===== src/rtl/lbc_req_sched_pkg.sv =====
// Shared encodings for the local bus request scheduler: FSM states,
// command-select bit positions and the pending-request bundle.
package lbc_req_sched_pkg;

    typedef enum logic [1:0] {
        ST_IDLE  = 2'd0,
        ST_ISSUE = 2'd1,
        ST_WAIT  = 2'd2
    } st_e;

    localparam int NSEL   = 4;
    localparam int SEL_EJ = 0;
    localparam int SEL_I  = 1;
    localparam int SEL_DR = 2;
    localparam int SEL_DW = 3;

    typedef struct packed {
        logic e;
        logic d;
        logic i;
    } pend_t;

endpackage


===== src/rtl/lbc_wcnt.sv =====
// Write-buffer occupancy tracker: counter, one-hot load decode, valid mask
// and full/empty flags.
module lbc_wcnt #(
    parameter int NWRITES = 4
) (
    input  logic               SYSCLK,
    input  logic               RESET_D1_R,
    input  logic               dwreq,
    input  logic               shift,
    output logic [NWRITES-1:0] load,
    output logic [NWRITES-1:0] vmask,
    output logic               full,
    output logic               empty
);
    localparam int CW = $clog2(NWRITES + 1);

    logic [CW-1:0] wcnt;
    logic [CW-1:0] idx;
    logic          shift_e;
    logic          accept;

    assign full    = (wcnt == CW'(NWRITES));
    assign empty   = (wcnt == '0);
    assign shift_e = shift & ~empty;
    // A store into a full buffer is only legal when the head pops the same cycle.
    assign accept  = dwreq & (~full | shift_e);
    assign idx     = wcnt - CW'(shift_e);

    for (genvar i = 0; i < NWRITES; i++) begin : g_ent
        assign load[i]  = accept & (idx == CW'(i));
        assign vmask[i] = (CW'(i) < wcnt);
    end

    always_ff @(posedge SYSCLK or posedge RESET_D1_R) begin
        if (RESET_D1_R)
            wcnt <= '0;
        else if (accept & ~shift_e)
            wcnt <= wcnt + CW'(1);
        else if (~accept & shift_e)
            wcnt <= wcnt - CW'(1);
    end

endmodule


===== src/rtl/lbc_req_sched.sv =====
// Local bus request scheduler: captures I/D/store/EJTAG requests and
// sequences them onto the single bus command slot.
module lbc_req_sched
    import lbc_req_sched_pkg::*;
#(
    parameter int NWRITES = 4
) (
    input  logic               SYSCLK,
    input  logic               RESET_D1_R,
    input  logic               CBUS_IREQ,
    input  logic               CBUS_DREQ,
    input  logic               CBUS_DWREQ,
    input  logic               EJ_DMAREQ,
    input  logic [NWRITES-1:0] LD_FCTLHIT,
    input  logic               LL_CACK,
    input  logic               LL_CDONE,
    output logic [NSEL-1:0]    LC_CQSEL,
    output logic               LC_CILOAD,
    output logic               LC_CDRLOAD,
    output logic [NWRITES-1:0] LC_FCTLLOAD,
    output logic               LC_FCTLDOSHIFT,
    output logic               LC_DVALID_R,
    output logic               LC_EJDONE,
    output logic               LC_WFULL,
    output logic               LC_IPEND,
    output logic               LC_DPEND
);
    st_e                st;
    pend_t              pend;
    pend_t              owner;
    logic [NSEL-1:0]    pick;
    logic [NWRITES-1:0] vmask;
    logic               hit;
    logic               wempty;
    logic               shift;

    assign LC_CILOAD      = CBUS_IREQ & ~pend.i & ~RESET_D1_R;
    assign LC_CDRLOAD     = CBUS_DREQ & ~pend.d & ~RESET_D1_R;
    assign shift          = (st == ST_ISSUE) & LL_CACK & LC_CQSEL[SEL_DW];
    assign LC_FCTLDOSHIFT = shift;
    assign hit            = |(LD_FCTLHIT & vmask);
    assign LC_DVALID_R    = pend.d;
    assign LC_IPEND       = pend.i;
    assign LC_DPEND       = pend.d;

    lbc_wcnt #(.NWRITES(NWRITES)) u_wcnt (
        .SYSCLK     (SYSCLK),
        .RESET_D1_R (RESET_D1_R),
        .dwreq      (CBUS_DWREQ & ~RESET_D1_R),
        .shift      (shift),
        .load       (LC_FCTLLOAD),
        .vmask      (vmask),
        .full       (LC_WFULL),
        .empty      (wempty)
    );

    // A pending read that hits a buffered store flushes the buffer first (RAW).
    always_comb begin
        pick = '0;
        if (pend.e)             pick[SEL_EJ] = 1'b1;
        else if (pend.d && hit) pick[SEL_DW] = 1'b1;
        else if (pend.d)        pick[SEL_DR] = 1'b1;
        else if (pend.i)        pick[SEL_I]  = 1'b1;
        else if (!wempty)       pick[SEL_DW] = 1'b1;
    end

    always_ff @(posedge SYSCLK or posedge RESET_D1_R) begin
        if (RESET_D1_R) begin
            st        <= ST_IDLE;
            pend      <= '0;
            owner     <= '0;
            LC_CQSEL  <= '0;
            LC_EJDONE <= 1'b0;
        end else begin
            LC_EJDONE <= 1'b0;
            if (LC_CILOAD)  pend.i <= 1'b1;
            if (LC_CDRLOAD) pend.d <= 1'b1;
            if (EJ_DMAREQ)  pend.e <= 1'b1;
            case (st)
                ST_IDLE: begin
                    if (|pick) begin
                        LC_CQSEL <= pick;
                        owner    <= '{e: pick[SEL_EJ], d: pick[SEL_DR], i: pick[SEL_I]};
                        st       <= ST_ISSUE;
                    end
                end
                ST_ISSUE: begin
                    if (LL_CACK) begin
                        LC_CQSEL <= '0;
                        st       <= LC_CQSEL[SEL_DW] ? ST_IDLE : ST_WAIT;
                    end
                end
                ST_WAIT: begin
                    if (LL_CDONE) begin
                        st <= ST_IDLE;
                        if (owner.e) begin
                            pend.e    <= 1'b0;
                            LC_EJDONE <= 1'b1;
                        end
                        if (owner.d) pend.d <= 1'b0;
                        if (owner.i) pend.i <= 1'b0;
                    end
                end
                default: st <= ST_IDLE;
            endcase
        end
    end

endmodule


===== config.mk =====
export PLATFORM = sky130hd
export DESIGN_NAME = lbc_req_sched
export DESIGN_NICKNAME = d
export VERILOG_FILES = /design/src/rtl/lbc_req_sched_pkg.sv /design/src/rtl/lbc_wcnt.sv /design/src/rtl/lbc_req_sched.sv
export SDC_FILE = /design/constraint.sdc
export NUM_CORES = 1
export LEC_CHECK = 0
export ABC_AREA = 1
export BUFFER_PORTS_ARGS = -buffer_cell sky130_fd_sc_hd__clkbuf_2
export CORE_MARGIN = 5
export CORE_UTILIZATION = 35
export CTS_CLUSTER_DIAMETER = 30
export DETAILED_ROUTE_END_ITERATION = 10
export GPL_ROUTABILITY_DRIVEN = 0
export GPL_TIMING_DRIVEN = 1
export MAX_ROUTING_LAYER = met4
export PLACE_DENSITY = 0.56
export SLEW_MARGIN = 10
export SYNTH_ARGS = -nofsm -noshare
export SYNTH_HDL_FRONTEND = slang
export SYNTH_SLANG_ARGS = --single-unit

===== constraint.sdc =====
create_clock -name SYSCLK -period 2 [get_ports SYSCLK]
set_clock_uncertainty 0.15 [all_clocks]
set_input_delay 0 -clock SYSCLK [delete_from_list [all_inputs] [get_ports SYSCLK]]
set_output_delay 0 -clock SYSCLK [all_outputs]
set_load 0.05 [all_outputs]

== Yosys cells after proc, flatten, opt, wreduce, memory -nomap -nowiden ==
Cells that the tools add are included.

* Flip-flop bits (word level): 16
* Input bits: 12
* Output and inout port bits: 16
* Logic and storage cells: 92

* $add $sub $neg: 3
* Magnitude comparators: 4
* Equal/unequal tests: 9
* Muxes and demuxes: 31
* Bitwise operators: 24
* Reductions and logical operators: 11

{| class="wikitable"
|+ Operators with widths
! cell !! count
|-
| two-way mux 1 bit || 17
|-
| bitwise AND 1 bit || 15
|-
| two-way mux 3 bit || 5
|-
| two-way mux 2 bit || 5
|-
| two-way mux 4 bit || 2
|-
| case mux 4 bit (2 select lines) || 1
|-
| OR reduction 4 bit || 2
|-
| inverter 1 bit || 7
|-
| equality test 3 x 2 -> 1 bit (second input constant) || 2
|-
| zero test 3 bit || 2
|-
| less-than comparator 1 x 3 -> 1 bit (first input constant) || 2
|-
| less-than comparator 2 x 3 -> 1 bit (first input constant) || 2
|-
| inequality test 2 bit (second input constant) || 3
|-
| case mux 2 bit (3 select lines) || 1
|-
| AND reduction 3 bit || 2
|-
| bitwise AND 4 bit || 1
|-
| nonzero test 2 bit || 2
|-
| adder 3 x 1 -> 3 bit (second input constant) || 1
|-
| equality test 3 x 1 -> 1 bit (second input constant) || 1
|-
| equality test 3 bit (second input constant) || 1
|-
| subtractor 3 x 1 -> 3 bit || 1
|-
| subtractor 3 x 1 -> 3 bit (second input constant) || 1
|-
| equality test 2 x 1 -> 1 bit (second input constant) || 1
|-
| equality test 2 bit (second input constant) || 1
|-
| other kinds (4) || 4
|}

== Longest topological paths before layout ==
* Depth in word-level cells: 10
* Depth in mapped cells: 13
* Depth with buffers taken out: 13

== Cells and area by module ==
From an unflattened synthesis, not the netlist that was laid out.

* Cells, all modules: 140
* Area, all modules: 993.5 um^2

{| class="wikitable"
|+ By module, submodules not included
! module !! instances !! cells each !! area each (um^2) !! seq. area each (um^2)
|-
| lbc_req_sched || 1 || 82 || 625.6 || 325.3
|-
| lbc_wcnt || 1 || 58 || 367.9 || 75.1
|}

== Worst setup path before layout ==
No wires, ideal clock.

* Path type: reg2out
* Start point: register u_wcnt.wcnt[0]
* End point: output LC_FCTLLOAD[0]
* Data arrival time: 2249 ps
* Required time: 1850 ps
* Path slack: -399 ps
* Stages on the path, launching flop included: 11
* Path buffers: 0
* Path through: dfrtp_1 inv_1 ha_1 inv_1 nor2_8 nor2_1 ha_1 ha_1 xnor2_2 nand3_1 nor2_1

* Longest elaborated chain between the ends: 6
* Elaborated cells between the ends (all ways): 10
* Classes of those cells: add/sub: 1; eq/ne: 1; bitwise: 6; reduce/logical: 2

{| class="wikitable"
|+ RTL lines
! item !! RTL line !! text
|-
| start, declared || lbc_wcnt.sv:17 || <nowiki>logic [CW-1:0] wcnt;</nowiki>
|-
| start signal, assigned || lbc_wcnt.sv:38 || <nowiki>wcnt <= wcnt + CW'(1);</nowiki>
|-
| start signal, assigned || lbc_wcnt.sv:40 || <nowiki>wcnt <= wcnt - CW'(1);</nowiki>
|-
| zero test 3 bit || lbc_wcnt.sv:23 || <nowiki>assign empty = (wcnt == '0);</nowiki>
|-
| inverter 1 bit || lbc_wcnt.sv:24 || <nowiki>assign shift_e = shift & ~empty;</nowiki>
|-
| bitwise AND 1 bit || lbc_wcnt.sv:24 ||
|-
| subtractor 3 x 1 -> 3 bit / OR 1 bit (equally long branches) || lbc_wcnt.sv:27, lbc_wcnt.sv:26 ||
|-
| zero test 3 bit / bitwise AND 1 bit (equally long branches) || lbc_wcnt.sv:30, lbc_wcnt.sv:26 ||
|-
| bitwise AND 1 bit * || lbc_wcnt.sv:30 || <nowiki>assign load[i] = accept & (idx == CW'(i));</nowiki>
|-
| end, declared || lbc_req_sched.sv:20 || <nowiki>output logic [NWRITES-1:0] LC_FCTLLOAD,</nowiki>
|}

Every way passes the cells marked *; elsewhere a longest branch is shown, timed or not.

== Worst setup path in the final report ==
Same ends and word-level chain as after synthesis.

==> flow_summary.yaml <==
finish:
  insertedDiodeCount: 0
  fillers: 259
  drive_above_1_share: 0.475
  design_area_um2: 1630
  syn_to_final_growth_pct: 59.3
  nets: 200
worst_setup_path:
  crit_path_end_kind: "output pin"
  crit_path_max_fanout: 4
  cp_cell_sequence: "inv_2 -> ha_4 -> inv_4 -> nor2_8 -> nor2_4 -> ha_4 -> ha_4 -> xnor2_4 -> nand3_2 -> nor2_4 -> buf_8"
  crit_buf_inv: 3
  critPathLaunchType: "flip-flop"
  arrival_ps: 2040
  cp_slowest_cell: "dfrtp_1"
  cp_common_cell: "ha_4"
  crit_family: "adder cells"
  slowest_delay_ps: 400
  ff2ff_path_depth: 8
  crit-reg2reg-launch: "u_wcnt.wcnt[2]"
  cp_data_required_time_ps: 1850
  cp_num_cells: 11
  startpoint: "u_wcnt.wcnt[0]"
  timing_worst_setup_path_type: "reg -> out"
synth:
  syn_nets: 141
  syn_area_um2: 1020
  synth_cell_types: 26
  ys_ff_latch: 16
  synth_area_leaders: "dfrtp_1 39%, ha_1 8.6%, nand2_1 7.7%"
  syn_inst: 122
  seq_area_frac_synth: 0.392
  yosys.area.top_type: "dfrtp_1"
  ys.warnings.count: 0
  syn_avg_cell_area_um2: 8.37
  synth_top_area_share: 0.392
clock_tree:
  cts_made_buffers: 3
  cts_tree: "built"
  path_clk_slew_ps: 90
  cts_sinks: 16
  h-tree-depth: 1
  clk_path_buf_depth: 2
  clockRootBuffer: "clkbuf_4"
  clock_latency_ps: 280
power:
  pwr-share-seq: 0.242
  power.total_mw: 2.20
  p_switching_mw: 1.08
  power_density_nw_per_um2: 1350
  intPower_mw: 1.12
  p_leak_nw: 0.814
  p_clk_frac: 0.077
  p_sw_frac: 0.492
  irDropWorstVdd_mv: 0.941
  pwr-share-comb: 0.681
routing:
  via_per_inst: 4.66
  drcViolationCount: 0
  first_pass_iters: 4
  vias: 978
  first_iter_violations: 26
  postRouteWirelength_mm: 2.61
  avgRoutedWirePerCell_um: 12.4
  antenna_left: 0
timing:
  rsz0062_at_grt: "yes"
  hold_viol: 0
  setup_slack_ps: -188
  max_freq_mhz: 457
  max_slew.worst_pin.slew_ps: 287
  setup-violations-final: 4
  slew_headroom: 0.810
  fin_crit_sh: 1.09
  setup_tns_ps: -691
  post-route-min-period_ps: 2190
  slew_violations: 0
die:
  fp-row-count: 19
  initial_utilization: 0.367
  ios: 28
  die_y_um: 64.0
  core_area_um2: 2780
  dieArea_um2: 4100
  die_w_um: 64.0
outcome:
  status: "finished with violations"
  violations: "negative setup slack"
global_routing:
  grt_max_degree: 19
  grt_overflow: 0
  antenna_found_initial: 0
  grt_pass1_vias: 980
  grt_pass1_wl_mm: 4.51
  grt_use_total: 0.142
min_path:
  whs_path_depth: 6
  min_from: "CBUS_DWREQ"
  hold_path_class: "in -> reg"
placement:
  place_hpwl_mm: 1.89
  dpl_cell_area_um2: 1320
  port_buffers: 27
flow_run:
  maxCapViolations: 0
final timing paths:
| check | to | slack (ps) |
|---|---|---|
| min reg2reg | owner[0] | 340 |
| min in group asynchronous | LC_CQSEL[1] | 240 |
| max reg2reg | LC_CQSEL[3] | 90 |
| min | u_wcnt.wcnt[0] | 160 |
| max in group asynchronous | u_wcnt.wcnt[0] | 1270 |
| max | LC_FCTLLOAD[0] | -190 |
worst reg2reg max path, cell delays in order (launching register included):
cell	delay, ps
dfrtp_1	450
buf_4	220
inv_4	70
nand2_1	60
a21oi_2	100
dlygate4sd3_1	570
nand2_2	70
nand3_1	80
nand2_1	50
flip-flops by register name, indices dropped and copies added, names as in the netlist:
signal / count
LC_CQSEL: 4
owner: 3
u_wcnt.wcnt: 3
st: 2
LC_DPEND: 1
LC_EJDONE: 1
LC_IPEND: 1
pend: 1
area by class of cell:
type                       instances  area (µm²)  area share
tap                               31        38.8      0.0238
multi-input combinational         82         653       0.402
sequential                        16         400       0.246
timing repair buffer              56         420       0.258
inverter                          22        91.3      0.0562
clock buffer                       3        22.5      0.0138
cell families (layout without fill, tap and decap cells):
kind of cell,after synthesis,count (layout),share of synthesized area
XOR/XNOR,4,4,0.0417
AO/OA/AOI/OAI,11,11,0.0613
buffers and inverters,24,81,0.102
flip-flops,16,16,0.392
adder cells (fa/ha/maj),7,7,0.0858
AND/OR/NAND/NOR,60,60,0.317
routing by layer:
| metal | vias up | wire length [µm] | GRT usage |
|---|---|---|---|
| met4 | 0 | 14 | 0.0234 |
| li1 | 501 | - | - |
| met2 | 21 | 1330 | 0.251 |
| met3 | 2 | 135 | 0.0385 |
| met1 | 454 | 1120 | 0.161 |
| met5 | - | 0 | - |
power groups by stage:
stage	clock (mW)	sequential, mW	combinational (mW)
final	0.169	0.531	1.50
after global routing	0.192	0.547	1.63
after CTS	0.175	0.533	1.42
after detailed placement	0	0.539	1.23
after global placement	0	0.533	1.21
after floorplan	0	0.650	0.799
layout by cell type, fill, tap and decap left out:
| master | synthesis | routed |
|---|---|---|
| o21ai_1 | 6 | 7 |
| buf_4 | 1 | 18 |
| a21oi_2 | 1 | 1 |
| nand2_1 | 21 | 20 |
| nor3_1 | 2 | 2 |
| xnor2_4 | 0 | 1 |
| ha_1 | 7 | 3 |
| nor2_2 | 1 | 2 |
| inv_4 | 1 | 2 |
| clkinvlp_4 | 0 | 1 |
| dfrtp_1 | 16 | 16 |
| dlygate4sd3_1 | 0 | 11 |
| nor2_8 | 1 | 1 |
| nand2_4 | 1 | 2 |
| buf_8 | 0 | 4 |
| ha_4 | 0 | 4 |
| xnor2_1 | 1 | 1 |
| inv_1 | 18 | 14 |
| o22ai_1 | 1 | 1 |
| nand3_2 | 2 | 6 |
| nor2_1 | 14 | 7 |
| inv_2 | 3 | 5 |
| nand3_4 | 2 | 2 |
| nand2_2 | 3 | 3 |
| clkbuf_2 | 0 | 23 |
| nand3_1 | 12 | 8 |
| clkbuf_4 | 0 | 3 |
| nor2_4 | 1 | 7 |
| o31ai_1 | 1 | 1 |
| xor2_1 | 2 | 2 |
| o21ai_0 | 2 | 1 |
metrics by stage:
step / hold WS (ps) / setup slack, ps / instances / util
floorplan: -189 / -173 / 122 / -
detailed placement: 13.5 / -123 / 189 / 0.475
CTS: 42.2 / -206 / 206 / 0.567
global placement: 18.6 / -38.7 / 189 / 0.475
global route: 163 / -283 / 210 / 0.585
finish: 156 / -188 / 210 / 0.585
cell usage after synthesis (all sizes together):
cell type,n
nand2,25
inv,22
nor2,17
dfrtp,16
nand3,16
o21ai,8
ha,7
buf,2
nor3,2
xnor2,2
xor2,2
a21oi,1
o22ai,1
o31ai,1
what timing repair did:
item | 4_1_cts | 5_1_grt
cloned | 0 | 0
hold endpoints to repair | 25 | 0
pin swaps | 12 | 7
gates resized for setup | 21 | 8
buffers inserted | 3 | 4
hold buffers | 11 | 0
endpoints found under the setup margin | 4 | 5
(Power assumes the default switching activity.)
